File: config.mk
export PLATFORM = sky130hd
export DESIGN_NAME = hex_display_scan
export DESIGN_NICKNAME = d
export VERILOG_FILES = /design/src/rtl/hex_display_pkg.sv /design/src/rtl/hex_seg_decode.sv /design/src/rtl/hex_display_scan.sv
export SDC_FILE = /design/constraint.sdc
export NUM_CORES = 1
export LEC_CHECK = 0
export CAP_MARGIN = 25
export CORE_UTILIZATION = 50
export DETAILED_ROUTE_END_ITERATION = 8
export PLACE_DENSITY = 0.76
export REMOVE_ABC_BUFFERS = 1
export SKIP_CTS_REPAIR_TIMING = 1
export SLEW_MARGIN = 20
export SYNTH_ARGS = -nofsm -noshare
export SYNTH_HDL_FRONTEND = slang
export SYNTH_SLANG_ARGS = --single-unit
File: constraint.sdc
create_clock -name clk -period 2.15 [get_ports clk]
set_clock_uncertainty 0.05 [all_clocks]
set_input_delay 0.3225 -clock clk [delete_from_list [all_inputs] [get_ports clk]]
set_output_delay 0.3225 -clock clk [all_outputs]
set_load 0.02 [all_outputs]
File: src/rtl/hex_display_pkg.sv
// Shared constants for the hex display controller: segment patterns and FSM states.
package hex_display_pkg;

    localparam int SEG_W = 7;

    // Active-high patterns, bit 0 = top ... bit 6 = middle; inverted where driven.
    localparam logic [SEG_W-1:0] SEG_BLANK = 7'h00;
    localparam logic [15:0][SEG_W-1:0] SEG_HEX = {
        7'h71, 7'h79, 7'h5E, 7'h39, 7'h7C, 7'h77, 7'h6F, 7'h7F,   // F..8
        7'h07, 7'h7D, 7'h6D, 7'h66, 7'h4F, 7'h5B, 7'h06, 7'h3F    // 7..0
    };

    typedef enum logic [1:0] {IDLE, WALK, COMMIT} state_e;

endpackage

File: src/rtl/hex_seg_decode.sv
// Nibble to active-low seven-segment pattern, with forced blank.
module hex_seg_decode
    import hex_display_pkg::*;
(
    input  logic [3:0]       nibble,
    input  logic             blank,
    output logic [SEG_W-1:0] seg_n
);

    // Blank wins over the nibble value.
    always_comb seg_n = blank ? ~SEG_BLANK : ~SEG_HEX[nibble];

endmodule

File: src/rtl/hex_display_scan.sv
// Multi-digit hex display controller: handshake load, leading-zero walk, atomic commit,
// static per-digit outputs and a time-multiplexed scanned bus.
// Optional blink support is built when HEX_BLINK_EN is defined.
module hex_display_scan
    import hex_display_pkg::*;
#(
    parameter int NUM_DIGITS = 6,
    parameter int SCAN_DIV   = 1000,
    parameter int BLINK_DIV  = 25000000
) (
    input  logic                        clk,
    input  logic                        rst_n,
    input  logic                        load_valid,
    output logic                        load_ready,
    input  logic [4*NUM_DIGITS-1:0]     load_value,
    input  logic                        load_blank_lz,
    input  logic [NUM_DIGITS-1:0]       load_dp_mask,
    input  logic [NUM_DIGITS-1:0]       load_blink_mask,
    output logic [SEG_W*NUM_DIGITS-1:0] hex_n,
    output logic [SEG_W-1:0]            seg_n,
    output logic                        dp_n,
    output logic [NUM_DIGITS-1:0]       dig_en_n
);

    localparam int IDX_W = (NUM_DIGITS > 1) ? $clog2(NUM_DIGITS) : 1;
    localparam int DIV_W = $clog2(SCAN_DIV);
    localparam logic [IDX_W-1:0] IDX_LAST = IDX_W'(NUM_DIGITS - 1);
    localparam logic [DIV_W-1:0] DIV_LAST = DIV_W'(SCAN_DIV - 1);

    state_e                          state_q, state_d;
    logic [IDX_W-1:0]                walk_idx_q, walk_idx_d;
    logic                            supp_q, supp_d;
    logic                            load_ready_q, load_ready_d;
    logic [NUM_DIGITS-1:0][3:0]      sh_val_q, sh_val_d, disp_val_q, disp_val_d;
    logic [NUM_DIGITS-1:0]           sh_dp_q, sh_dp_d, disp_dp_q, disp_dp_d;
    logic [NUM_DIGITS-1:0]           sh_blank_q, sh_blank_d, disp_blank_q, disp_blank_d;
    logic [NUM_DIGITS-1:0][SEG_W-1:0] hex_n_q, hex_n_d;
    logic [DIV_W-1:0]                div_q, div_d;
    logic [IDX_W-1:0]                scan_idx_q, scan_idx_d;
    logic [SEG_W-1:0]                seg_n_q, seg_n_d, scan_seg;
    logic                            dp_n_q, dp_n_d;
    logic [NUM_DIGITS-1:0]           dig_en_n_q, dig_en_n_d;
    logic                            accept, commit;
    logic [NUM_DIGITS-1:0]           blink_off_now, blink_off_nxt;

    assign accept = (state_q == IDLE) && load_valid && load_ready_q;
    assign commit = (state_q == COMMIT);

    // Load FSM: capture into shadow, walk digits MSB-first deciding blanks, then commit.
    always_comb begin
        state_d      = state_q;
        walk_idx_d   = walk_idx_q;
        supp_d       = supp_q;
        sh_val_d     = sh_val_q;
        sh_dp_d      = sh_dp_q;
        sh_blank_d   = sh_blank_q;
        disp_val_d   = disp_val_q;
        disp_dp_d    = disp_dp_q;
        disp_blank_d = disp_blank_q;
        case (state_q)
            IDLE: begin
                if (accept) begin
                    sh_val_d   = load_value;
                    sh_dp_d    = load_dp_mask;
                    walk_idx_d = IDX_LAST;
                    supp_d     = load_blank_lz;
                    state_d    = WALK;
                end
            end
            WALK: begin
                // Digit 0 is never suppressed so an all-zero value still shows "0".
                if (supp_q && (walk_idx_q != '0) && (sh_val_q[walk_idx_q] == 4'h0)) begin
                    sh_blank_d[walk_idx_q] = 1'b1;
                end else begin
                    sh_blank_d[walk_idx_q] = 1'b0;
                    supp_d                 = 1'b0;
                end
                if (walk_idx_q == '0) state_d = COMMIT;
                else                  walk_idx_d = walk_idx_q - 1'b1;
            end
            COMMIT: begin
                disp_val_d   = sh_val_q;
                disp_dp_d    = sh_dp_q;
                disp_blank_d = sh_blank_q;
                state_d      = IDLE;
            end
            default: state_d = IDLE;
        endcase
        load_ready_d = (state_d == IDLE);
    end

    // FSM, shadow and display registers.
    always_ff @(posedge clk or negedge rst_n) begin
        if (!rst_n) begin
            state_q      <= IDLE;
            walk_idx_q   <= '0;
            supp_q       <= 1'b0;
            load_ready_q <= 1'b0;
            sh_val_q     <= '0;
            sh_dp_q      <= '0;
            sh_blank_q   <= '0;
            disp_val_q   <= '0;
            disp_dp_q    <= '0;
            disp_blank_q <= '1;
        end else begin
            state_q      <= state_d;
            walk_idx_q   <= walk_idx_d;
            supp_q       <= supp_d;
            load_ready_q <= load_ready_d;
            sh_val_q     <= sh_val_d;
            sh_dp_q      <= sh_dp_d;
            sh_blank_q   <= sh_blank_d;
            disp_val_q   <= disp_val_d;
            disp_dp_q    <= disp_dp_d;
            disp_blank_q <= disp_blank_d;
        end
    end

`ifdef HEX_BLINK_EN
    localparam int BLK_W = $clog2(BLINK_DIV);
    localparam logic [BLK_W-1:0] BLK_LAST = BLK_W'(BLINK_DIV - 1);

    logic [NUM_DIGITS-1:0] sh_blink_q, sh_blink_d, disp_blink_q, disp_blink_d;
    logic [BLK_W-1:0]      blk_cnt_q, blk_cnt_d;
    logic                  phase_q, phase_d;

    // Blink mask follows the same capture/commit path; phase toggles every BLINK_DIV clocks.
    always_comb begin
        sh_blink_d   = accept ? load_blink_mask : sh_blink_q;
        disp_blink_d = commit ? sh_blink_q : disp_blink_q;
        blk_cnt_d    = (blk_cnt_q == BLK_LAST) ? '0 : blk_cnt_q + 1'b1;
        phase_d      = (blk_cnt_q == BLK_LAST) ? ~phase_q : phase_q;
    end

    // Blink state registers; phase starts "on".
    always_ff @(posedge clk or negedge rst_n) begin
        if (!rst_n) begin
            sh_blink_q   <= '0;
            disp_blink_q <= '0;
            blk_cnt_q    <= '0;
            phase_q      <= 1'b1;
        end else begin
            sh_blink_q   <= sh_blink_d;
            disp_blink_q <= disp_blink_d;
            blk_cnt_q    <= blk_cnt_d;
            phase_q      <= phase_d;
        end
    end

    assign blink_off_now = disp_blink_q & {NUM_DIGITS{~phase_q}};
    assign blink_off_nxt = disp_blink_d & {NUM_DIGITS{~phase_d}};
`else
    logic unused_blink;
    assign unused_blink  = ^{load_blink_mask, 32'(BLINK_DIV)};
    assign blink_off_now = '0;
    assign blink_off_nxt = '0;
`endif

    // Static outputs decode the next display state so they land with the commit edge.
    for (genvar i = 0; i < NUM_DIGITS; i++) begin : g_dig
        hex_seg_decode u_dec (
            .nibble (disp_val_d[i]),
            .blank  (disp_blank_d[i] | blink_off_nxt[i]),
            .seg_n  (hex_n_d[i])
        );
    end

    hex_seg_decode u_scan_dec (
        .nibble (disp_val_q[scan_idx_q]),
        .blank  (disp_blank_q[scan_idx_q] | blink_off_now[scan_idx_q]),
        .seg_n  (scan_seg)
    );

    // Free-running scan: count 0 of each slot is an all-off anti-ghosting cycle.
    always_comb begin
        div_d      = (div_q == DIV_LAST) ? '0 : div_q + 1'b1;
        scan_idx_d = scan_idx_q;
        if (div_q == DIV_LAST) scan_idx_d = (scan_idx_q == IDX_LAST) ? '0 : scan_idx_q + 1'b1;
        seg_n_d    = '1;
        dp_n_d     = 1'b1;
        dig_en_n_d = '1;
        if (div_q != '0) begin
            dig_en_n_d = ~(NUM_DIGITS'(1) << scan_idx_q);
            seg_n_d    = scan_seg;
            dp_n_d     = ~(disp_dp_q[scan_idx_q] & ~blink_off_now[scan_idx_q]);
        end
    end

    // Output and scan registers.
    always_ff @(posedge clk or negedge rst_n) begin
        if (!rst_n) begin
            hex_n_q    <= '1;
            div_q      <= '0;
            scan_idx_q <= '0;
            seg_n_q    <= '1;
            dp_n_q     <= 1'b1;
            dig_en_n_q <= '1;
        end else begin
            hex_n_q    <= hex_n_d;
            div_q      <= div_d;
            scan_idx_q <= scan_idx_d;
            seg_n_q    <= seg_n_d;
            dp_n_q     <= dp_n_d;
            dig_en_n_q <= dig_en_n_d;
        end
    end

    assign load_ready = load_ready_q;
    assign hex_n      = hex_n_q;
    assign seg_n      = seg_n_q;
    assign dp_n       = dp_n_q;
    assign dig_en_n   = dig_en_n_q;

endmodule

==> impl_metrics.yaml, run 1 <==
routing:
  drtAntennaViolNets: 0
  via_per_inst: 5.75
  drt_wl_total_mm: 17.2
  drtIter0Drc: 477
  wire_per_inst_um: 17.7
  drc_errors: 0
  dr.pass1.iters: 6
  vias: 5603
setup_path:
  cp_slowest_cell: "dfrtp_1"
  reg2reg_from: "scan_idx_q[2]$_DFFE_PN0N_"
  worstPathArrival_ns: 2.43
  path_cells: "mux2_2 > a222oi_1 > buf_4 > buf_4 > or2b_1 > o22ai_1 > o21ai_1"
  cp_max_fo: 7
  crit_family: "compound AO/OA/AOI/OAI gates"
  cpMostUsedCell: "buf_4"
  crit_start: "scan_idx_q[2]$_DFFE_PN0N_"
  crit_required_ns: 2.45
  path_class: "reg -> reg"
  critPathBufInv: 2
  end_kind: "flip-flop"
  start_kind: "flip-flop"
  max_stage_delay_ns: 0.49
placement:
  gp_congestion: 0.972
  dp_slack_ns: 0.0144
  dp_hpwl_mm: 12.1
  io_buffers: 90
  placedInstanceArea_sq_um: 8780
global_routing:
  grt_use_total_pct: 23.1
  antenna_found_initial: 0
  grt_pass1_wl_mm: 28.2
  busiest_layer: "met2"
  overflow: 0
  grt_pass1_vias: 5596
  use_met2_pct: 37.7
  gr-usage-met3_pct: 5.65
  grt_start_max_net_pins: 63
  grt_use_met1_pct: 28.6
die:
  die_h_um: 124
  start_util_pct: 51.4
  rows: 44
  die_w_um: 124
  core_sq_um: 14500
  io-pin-count: 97
  die-area_sq_um: 15400
clock_network:
  h-tree-depth: 4
  cts-root-buf: "clkbuf_16"
  cts_tree: "built"
  insertion_delay_ns: 0.43
  cts_buffers: 17
  clock_path_buffers: 2
  cts.sinks: 148
  clk_pin_slew_worst_paths_ns: 0.06
sta:
  min_period_ns: 2.13
  period_share_pct: 99.1
  drv_slew: 0
  slew_headroom_pct: 51.5
  setup_viol: 0
  hold_violations: 0
  fmaxAchievable_mhz: 470
  worstMarginPinSlew_ns: 0.707
  setup_slack_ns: 0.0202
layout:
  layout.nets: 847
  syn2layout_area_growth_pct: 28.1
  n_antenna_cell: 0
  fin_area_sq_um: 9570
  final_layout_size_suffix_gt1_share_pct: 31.4
synth:
  synth_top_flop_cell: "dfrtp_1"
  yosysWarnings: 0
  synth_edf_count: 0
  synth_cells: 642
  synth_seq_cells: 148
  seq_area_frac_synth_pct: 50.6
  synth_area_sq_um: 7470
  async_flop_share_pct: 100
  avgSynthCellArea_sq_um: 11.6
  ys_types: 68
power_and_ir_drop:
  powerDensity_nw_per_um2: 1580
  peakVddDrop_v: 0.000945
  p_leak_nw: 4.16
run:
  drv_cap: 0
min_path:
  worstHoldPathType: "in -> async"
status:
  outcome: "completed"
report_power, final:
part	switching (mW)	internal, mW	total (mW)
logic	3.75	3.24	6.99
registers	0.823	4.23	5.05
clock network	1.15	1.92	3.07
path summary, 6_finish.rpt:
kind	slack, ns	cells past startpoint	to
max	0.02	7	seg_n[0]$_DFF_PN1_
max in group asynchronous	0.95	3	hex_n[2]$_DFF_PN1_
min reg2reg	0.43	1	div_q[0]$_DFF_PN0_
min in group clk	0.43	1	div_q[0]$_DFF_PN0_
max reg2reg	0.02	7	seg_n[0]$_DFF_PN1_
min	0.34	2	div_q[1]$_DFF_PN0_
cell usage after synthesis, drive strengths merged, types with 2 or more instances:
cell / instances / area (sq um)
o311ai: 5 / 43.8
a222oi: 2 / 20.0
or4: 2 / 15.0
nand4: 2 / 12.5
nand2b: 6 / 37.5
and2: 4 / 25.0
dfstp: 62 / 1630
or3: 4 / 25.0
inv: 44 / 165
mux2: 56 / 631
xor2: 6 / 52.6
or2b: 2 / 15.0
o21ai: 20 / 104
ha: 29 / 363
nor2: 46 / 178
o221ai: 17 / 149
nand2: 58 / 220
nor2b: 6 / 37.5
nand3b: 2 / 15.0
o22ai: 5 / 31.3
a31oi: 2 / 12.5
a21oi: 31 / 155
a221oi: 3 / 26.3
nor3: 14 / 75.1
nor4: 8 / 50.1
buf: 18 / 131
o211ai: 14 / 105
clkbuf: 3 / 11.3
xnor2: 3 / 26.3
mux2i: 40 / 612
dfrtp: 86 / 2150
and3b: 2 / 17.5
o311a: 4 / 40.0
nand3: 15 / 75.1
mux4: 2 / 45.0
registers in the layout, indices dropped and copies added, names as in the netlist, named ones only:
register and cells:
dig_en_n 6, disp_blank_q 6, disp_dp_q 6, disp_val_q 24, div_q 10, dp_n 1
hex_n 42, load_ready 1, scan_idx_q 3, seg_n 7, sh_dp_q 6, sh_val_q 24
state_q 2, supp_q 1, walk_idx_q 3
cell usage in the layout, fill, tap and decap left out, drive strengths merged, types with 3 or more instances in the layout:
cell,count
a21oi,31
dfrtp,86
nand2b,6
xnor2,3
o311ai,5
bufinv,3
dfstp,62
o22ai,5
clkinv,3
o21ai,20
nor2b,6
o211ai,14
clkdlybuf4s50,89
a221oi,3
o311a,4
nor2,46
or3,4
clkbuf,21
o221ai,17
mux2,56
buf,47
clkinvlp,3
xor2,6
and2,4
mux2i,40
nor3,14
ha,29
nand3,15
nor4,8
inv,46
nand2,58
per-layer routing:
| metal | share of wire (%) | vias up | routed length (um) |
|---|---|---|---|
| li1 | - | 2576 | - |
| met1 | 41 | 2781 | 7040 |
| met2 | 51 | 200 | 8730 |
| met3 | 5.5 | 46 | 941 |
| met4 | 3.0 | 0 | 520 |
| met5 | 0 | - | 0 |
cell type report:
type | instances | area [sq um]
sequential | 148 | 3780
timing repair buffer | 138 | 1350
clock buffer | 21 | 470
clock inverter | 11 | 149
inverter | 44 | 165
multi-input combinational | 429 | 3420
fill | 1071 | 4960
tap | 184 | 230
cell families after synthesis:
logic type | share of synthesized area (%)
simple gates | 11.4
flops | 50.6
compound gates | 10.7
mux | 17.2
buf+inv | 4.12
fa+ha+maj | 4.86
xor+xnor | 1.05
stage by stage:
step | util (%) | instances | hold slack, ns | TNS [ns] | power [mW]
after CTS | 64.7 | 960 | -0.230 | 0 | 14.9
after global placement | 60.4 | 928 | 0.233 | 0 | 11.3
after global routing | 65.9 | 975 | 0.384 | -0.172 | 16.0
final | 65.9 | 975 | 0.344 | 0 | 15.1
after floorplan | - | 621 | -0.0231 | -151.15 | 9.38
after detailed placement | 60.4 | 928 | 0.239 | 0 | 11.7
worst reg2reg max path, stage by stage (launching register included):
cell	delay, ns
dfrtp_1	0.49
mux2_2	0.39
a222oi_1	0.35
buf_4	0.18
buf_4	0.13
or2b_1	0.22
o22ai_1	0.15
o21ai_1	0.09
Note: power is estimated with default switching activity, not from simulation.
==> run 2, diff against run 1 <==
==> constraint.sdc (replaced) <==
create_clock -name clk -period 1.85 [get_ports clk]
set_clock_uncertainty 0.05 [all_clocks]
set_input_delay 0.2775 -clock clk [delete_from_list [all_inputs] [get_ports clk]]
set_output_delay 0.2775 -clock clk [all_outputs]
set_load 0.02 [all_outputs]
==> run 2 against run 1 <==
The run now ends with negative setup slack left. Sequential power increased by 17%. Hold slack got worse by 0.096 ns. Via count increased by 11%. Global-route usage increased by 0.93 points. Fmax increased by 1.1%. Clock power increased by 6%. Sequential share of layout area decreased by 5.8 points. Worst setup slack got worse by 0.28 ns. Die area unchanged. First-iteration DRC count increased by 25%. Cell area increased by 17%. Wire length increased by 30%. Largest cell class is now multi-input gates. Largest power group unchanged. Highest routed layer unchanged.
==> impl_metrics.yaml, run 2 (same netlist as run 1, synthesis figures left out) <==
die:
  die-area_sq_um: 15400
  start_util_pct: 51.4
  die_h_um: 124
  rows: 44
  io-pin-count: 97
  die_w_um: 124
  core_sq_um: 14500
global_routing:
  antenna_found_initial: 0
  grt_pass1_vias: 5866
  grt_start_max_net_pins: 43
  grt_use_total_pct: 24.0
  grt_pass1_wl_mm: 29.5
  overflow: 0
layout:
  final_cell_mix: "buf_4 (107), dfrtp_1 (84), dfstp_2 (62), dlymetal6s2s_1 (56), nand2_1 (50)"
  final_layout_size_suffix_gt1_share_pct: 49.2
  fin_area_sq_um: 11200
  fillers: 792
  regArea_sq_um: 3780
  multiInputGateArea_sq_um: 4010
  syn2layout_area_growth_pct: 50.0
  layout.nets: 949
  fin_cells: 1077
  n_antenna_cell: 0
  largest_register_ffs: 42
  mostFrequentLayoutCell: "buf_4"
clock_network:
  cts_tree: "built"
  clk_pin_slew_worst_paths_ns: 0.06
  h-tree-depth: 4
  clock_path_buffers: 2
  cts_buffers: 17
  cts.sinks: 148
  cts-root-buf: "clkbuf_16"
  insertion_delay_ns: 0.43
routing:
  drtAntennaViolNets: 0
  drt_wl_total_mm: 22.3
  drtIter0Drc: 596
  via_per_inst: 5.79
  vias: 6240
  drc_errors: 0
  dr.pass1.iters: 5
  wire_per_inst_um: 20.7
sta:
  setup_viol: 29
  fmaxAchievable_mhz: 475
  slew_headroom_pct: 67.5
  worstMarginPinSlew_ns: 0.483
  hold_violations: 0
  fin_setup_tns_ns: -2.84
  min_period_ns: 2.11
  setup_slack_ns: -0.256
  period_share_pct: 114
  whs_ns: 0.247
  drv_slew: 0
  rsz0062_at_grt: "yes"
status:
  violations: "negative setup slack"
  outcome: "finished with violations"
setup_path:
  worstPathArrival_ns: 2.43
  max_stage_delay_ns: 0.45
  path_cells: "buf_12 > mux2i_1 > nor3_1 > nor3_2 > buf_4 > ha_1 > inv_1 > mux2i_1 > a22o_1 > nand2_1"
  reg2regPathDepth: 10
  cp_slowest_cell: "dfrtp_2"
  end_kind: "flip-flop"
  cpMostUsedCell: "mux2i_1"
  path_class: "reg -> reg"
  crit_required_ns: 2.18
  start_kind: "flip-flop"
  cp_max_fo: 6
run:
  drv_cap: 0
placement:
  placedCellCount: 1002
  placedInstanceArea_sq_um: 9350
  dp_hpwl_mm: 13.3
  io_buffers: 90
  gp_congestion: 0.987
min_path:
  worstHoldPathType: "in -> async"
power_and_ir_drop:
  peakVddDrop_v: 0.00115
  power_mw: 20.9
  p_leak_nw: 5.45
  powerDensity_nw_per_um2: 1860
run 2: cell count changes in the layout (fill, tap and decap cells not counted), moves of 11 or more:
| cell | before | now |
|---|---|---|
| buf_4 | 38 | 107 |
| clkdlybuf4s50_1 | 89 | 33 |
| dlymetal6s2s_1 | 0 | 56 |
| buf_6 | 3 | 25 |
| ha_1 | 28 | 11 |
| a21oi_1 | 31 | 19 |
| nor2_1 | 43 | 31 |
| a21oi_2 | 0 | 11 |
| ha_4 | 0 | 11 |
run 2: layer usage:
metal | GRT usage [%] | wire, um
met1 | 30.3 | 8470
met2 | 40.3 | 11700
met5 | 0 | 0
met4 | 9.71 | 827
met3 | 4.66 | 1330
run 2: final timing paths:
check,slack (ns),end,start
max in group asynchronous,0.86,disp_blank_q[3]$_DFF_PN1_,rst_n
min in group clk,0.41,sh_val_q[11]$_DFFE_PN0P_,load_value[11]
worst max register to register,-0.26,seg_n[3]$_DFF_PN1_,scan_idx_q[0]$_DFFE_PN0N_
worst max-delay path,-0.26,seg_n[3]$_DFF_PN1_,scan_idx_q[0]$_DFFE_PN0N_
worst min register to register,0.44,div_q[0]$_DFF_PN0_,div_q[0]$_DFF_PN0_
worst min-delay path,0.25,scan_idx_q[1]$_DFFE_PN0N_,rst_n
run 2: layout make-up:
type	instances	area share (%)
Sequential cell	148	33.7
Timing Repair inverter	1	0.0670
Inverter	44	1.84
Multi-Input combinational cell	430	35.7
Clock inverter	11	0.759
Clock buffer	21	4.11
Timing Repair Buffer	238	21.7
Tap cell	184	2.05
run 2: stage by stage:
step	setup WS, ns	util, %
global route	-0.328	77.1
finish	-0.256	77.1
detailed placement	-0.200	64.4
floorplan	-2.13	-
CTS	-0.216	68.1
global placement	-0.156	64.4
run 2: worst max-delay path, delay by kind of cell, from the launching register on:
kind / cells / cell delay (ns)
DFF: 1 / 0.45
adders and majority gates: 1 / 0.27
buffers and inverters: 3 / 0.40
and+or+nand+nor: 3 / 0.42
AOI/OAI and AO/OA: 1 / 0.23
muxes: 2 / 0.21
run 2: report_power, final:
| part | leakage [nW] | internal [mW] | switching [mW] |
|---|---|---|---|
| logic | 3.46 | 5.75 | 6.02 |
| clock network | 0.272 | 1.90 | 1.35 |
| registers | 1.72 | 4.91 | 0.986 |
| total | 5.45 | 12.6 | 8.35 |
==> variant 1: new RTL, flow settings as in run 2 <==
Change the parameter `SCAN_DIV` from 1000 to 2000.
--- a/src/rtl/hex_display_scan.sv
+++ b/src/rtl/hex_display_scan.sv
@@ -6,5 +6,5 @@
 #(
     parameter int NUM_DIGITS = 6,
-    parameter int SCAN_DIV   = 1000,
+    parameter int SCAN_DIV   = 2000,
     parameter int BLINK_DIV  = 25000000
 ) (
Check against the original RTL: same outputs for any inputs over 10 cycles, from zero or initial values and one cycle with rst_n low; that may be too few to reach the edited logic, so the function may still have changed.
==> variant 1 against run 2 <==
- the run ends with DRC, setup timing left
- first-iteration DRC count rose by 3.4%
- critical path depth decreased by 4
- clock power up 19%
- area after synthesis is 2.2% higher
- sequential cell count up 1
- design area increased by 1.1%
- count of clock-buffer cells in the layout increased by 1
- wire length rose by 6.7%
- synthesized cell count is 1.7% higher
- non-clock buffer count shrank 27
- total power up 5.9%
- sequential power increased by 4.2%
- worst setup slack improved by 0.040 ns
- final cell count decreased by 1.3%
- critical endpoint is now seg_n[0]$_DFF_PN1_
==> variant 1: results (changes against run 2) <==
Mean Syn Cell Area = 11.69 µm² (+0.47%)
slowest stage delay, CP = 0.46 ns
Place WS = -0.1335 ns (+0.06622 ns)
global-route wire length before repair = 30.33 mm (+2.8%)
critical path's top delay family = compound AO/OA/AOI/OAI gates
Post-DP HPWL = 12.82 mm (-3.2%)
CP max FO = 5 (-1)
met3 Use GR = 5.178% (+0.52 points)
placed cell count = 981 (-2.1%)
M1 WL = 9.260 mm (+9.3%)
most frequent cells after synthesis = dfrtp_1, dfstp_2, nand2_1
vias per cell = 6.105 (+5.4%)
H-tree levels = 4 (unchanged)
gr usage total = 24.36% (+0.38 points)
Total Neg Setup Slack = -4.701 ns (-1.861 ns)
nets@finish = 935 (-1.5%)
DRC Markers = 2 (+2)
vias = 6,490 (+4.0%)
vias in the first global route = 6,147 (+4.8%)
routability cong. = 0.9615 (-2.6%)
largest net degree at the start of global routing = 46 (+7.0%)
Peak VDD IR = 1.009 mV (-12%)
Starting DRT DRC Count = 616 (+3.4%)
final setup vio count = 46 (+59%)
WL met3 = 1.259 mm (-5.2%)
Yosys cell types = 64 (-5.9%)
worst flop-to-flop path endpoint = seg_n[0]$_DFF_PN1_
outcome = complete, but fails checks
failing checks = DRC, setup timing
layout cells sized above 1 = 48.81% (-0.35 points)
router iterations before antenna repair = 7 (+2)
PnR worst setup slack = -0.2166 ns (+0.03958 ns)
hold slack = 0.2869 ns (+0.03962 ns)
Lkg Pwr = 5.336 nW (-2.1%)
depth of the worst register-to-register path = 6 (-4)
DP Area = 9251 µm² (-1.1%)
Worst EP arrival = 2.36 ns (-0.07 ns)
met1 global-route usage = 30.01% (-0.28 points)
==> variant 1: cell types whose count changed after synthesis, sizes merged, moves of 4 or more <==
cell	delta
a211oi	+10
a21oi	+8
mux2	-15
buf	-5
clkbuf	+4
o21ai	+14
o211ai	-4
mux2i	+6
==> variant 1: layout make-up <==
type	count	area [µm²]
clock buffers	22	474.2
clock inverters	10	177.7
fillers	781	3363
inverters	45	221.5
multi-input cells	439	4129
flip-flops and latches	149	3809
well taps	184	230.2
repair buffers	211	2273
repair inverters	3	21.27
==> variant 1: cell families after synthesis <==
logic type,count (synthesis),share of synthesized area [%]
buffers and inverters,65,4.424
muxes,89,16.34
and+or+nand+nor,165,10.45
AOI/OAI and AO/OA,150,13.50
adders and majority gates,29,4.752
DFF,149,49.84
xor gates and xnor gates,6,0.6882
==> variant 1: how the worst max path moves through the flow <==
stage	startpoint	end	slack, ns
after global routing	scan_idx_q[0]$_DFFE_PN0N_	seg_n[4]$_DFF_PN1_	-0.31
after CTS	scan_idx_q[0]$_DFFE_PN0N_	seg_n[3]$_DFF_PN1_	-0.14
after detailed placement	scan_idx_q[0]$_DFFE_PN0N_	seg_n[3]$_DFF_PN1_	-0.13
final	scan_idx_q[0]$_DFFE_PN0N_	seg_n[0]$_DFF_PN1_	-0.22
after global placement	scan_idx_q[0]$_DFFE_PN0N_	seg_n[3]$_DFF_PN1_	-0.09
after floorplan	load_ready$_DFF_PN0_	walk_idx_q[1]$_DFFE_PN0P_	-0.73
==> variant 1: power by group <==
group	leakage (nW)	internal (mW)	switching [mW]	total [mW]
clock	0.320	2.49	1.35	3.84
combinational	3.29	5.62	6.53	12.2
sequential	1.73	4.99	1.14	6.14
==> variant 2: new RTL, config.mk and constraints of run 2 <==
Without the edit above. Re-encode `state_e` (3 states) as one-hot, 3 bits wide.
--- a/src/rtl/hex_display_pkg.sv
+++ b/src/rtl/hex_display_pkg.sv
@@ -11,5 +11,5 @@
     };
 
-    typedef enum logic [1:0] {IDLE, WALK, COMMIT} state_e;
+    typedef enum logic [2:0] {IDLE = 3'b001, WALK = 3'b010, COMMIT = 3'b100} state_e;
 
 endpackage
Check against the original RTL: no difference found for any inputs over 10 cycles, from zero or initial values and one cycle with rst_n low; not proved beyond that.
==> variant 2 against run 2 <==
- the flow still finishes with violations (setup timing)
- first-iteration DRC count fell by 28%
- area after synthesis fell by 0.18%
- wire length rose by 5.3%
- worst setup slack got worse by 0.21 ns
- synthesized cell count fell by 2.3%
- sequential cell count rose by 1
- design area rose by 6.3%
Power is not compared: it rests on default switching activity, and its combinational part moved more than twofold at a synthesized area within 25%.
==> variant 2: results (changes against run 2) <==
Post-DP HPWL = 13.30 mm (+0.35%)
largest net degree at the start of global routing = 52 (+21%)
routed len/inst = 21.46 µm (+3.4%)
most frequent cells after synthesis = dfrtp_1, dfstp_2, mux2_2
Filler Cells Inserted = 710 (-10%)
initial antenna violation count = 0 (unchanged)
Post-synth ARST share = 100.0% (unchanged)
Yosys cell types = 56 (-18%)
final setup vio count = 70 (+140%)
Starting DRT DRC Count = 429 (-28%)
H-tree levels = 4 (unchanged)
failing checks = setup timing
hold slack = 0.2648 ns (+0.01750 ns)
Place WS = -0.3409 ns (-0.1411 ns)
max reg flops = 42 (unchanged)
routability cong. = 0.9103 (-7.8%)
largest cells by area after synthesis = dfrtp_1, dfstp_2, ha_1, mux2_2, mux2i_1
Total Wirelength = 23.54 mm (+5.3%)
placed cell count = 1,013 (+1.1%)
Crit Reg-Reg Startpoint = state_q[2]$_DFF_PN0_
nets@finish = 987 (+4.0%)
Ant. Diodes = 0 (unchanged)
router iterations before antenna repair = 5 (unchanged)
CTS clk-pin slew, worst paths = 0.06 ns (about the same)
Hold Path Class = in -> async
PnR worst setup slack = -0.4617 ns (-0.2055 ns)
Total Neg Setup Slack = -16.72 ns (-13.88 ns)
depth of the worst register-to-register path = 8 (-2)
outcome = complete, but fails checks
vias = 6,366 (+2.0%)
CP max FO = 6 (unchanged)
worst flop-to-flop path endpoint = hex_n[3]$_DFF_PN1_
vias in the first global route = 5,891 (+0.43%)
Synth Instances = 627 (-2.3%)
Seq/Total Area, Yosys = 51.05% (+0.45 points)
global-route wire length before repair = 28.39 mm (-3.8%)
layout cells sized above 1 = 51.92% (+2.8 points)
Worst EP arrival = 2.61 ns (+0.18 ns)
gr usage total = 24.46% (+0.48 points)
Worst-Margin Slew = 0.4404 ns (-0.04237 ns)
-- variant 2: final cells by class --
cell class / instances / share of cell area (%)
Inverter: 37 / 1.270
Clock buffer: 28 / 4.168
Clock inverter: 4 / 0.3780
Tap cell: 184 / 1.932
Sequential cell: 149 / 31.96
Multi-Input combinational cell: 422 / 36.60
Timing Repair Buffer: 273 / 23.70
-- variant 2: through the flow --
step / area [µm²] / utilization (%)
CTS: 10090 / 69.41
global placement: 9547 / 65.69
detailed placement: 9547 / 65.69
floorplan: 7355 / -
finish: 11920 / 82.00
global route: 11920 / 82.00
-- variant 2: cells by family (layout without fill, tap and decap cells) --
family / after synthesis / in the layout / share of synthesized area, %
and+or+nand+nor: 152 / 152 / 9.512
DFF: 149 / 149 / 51.05
AOI/OAI and AO/OA: 110 / 110 / 10.60
muxes: 105 / 105 / 16.76
buffers and inverters: 56 / 342 / 3.254
adders and majority gates: 47 / 47 / 7.885
xor gates and xnor gates: 8 / 8 / 0.9395
-- variant 2: power breakdown --
part,switching [mW],internal (mW)
clock network,1.31,1.95
logic,1.53,1.93
registers,0.486,3.86
total,3.32,7.74
-- variant 2: routing by layer --
| metal | track usage [%] | vias to the layer above | part of all wire [%] |
|---|---|---|---|
| li1 | - | 2813 | - |
| met1 | 29.74 | 3271 | 40 |
| met3 | 4.899 | 47 | 5.1 |
| met2 | 42.68 | 235 | 52 |
| met4 | 9.152 | 0 | 2.3 |
| met5 | 0 | - | 0 |
-- variant 2: worst max-delay path: stages, from the launching register on --
cell and delay, ns:
dfrtp_1 0.41, nor3b_4 0.26, buf_6 0.16, mux2i_1 0.27
buf_4 0.20, ha_1 0.17, inv_1 0.05, mux4_2 0.45
or2_1 0.22
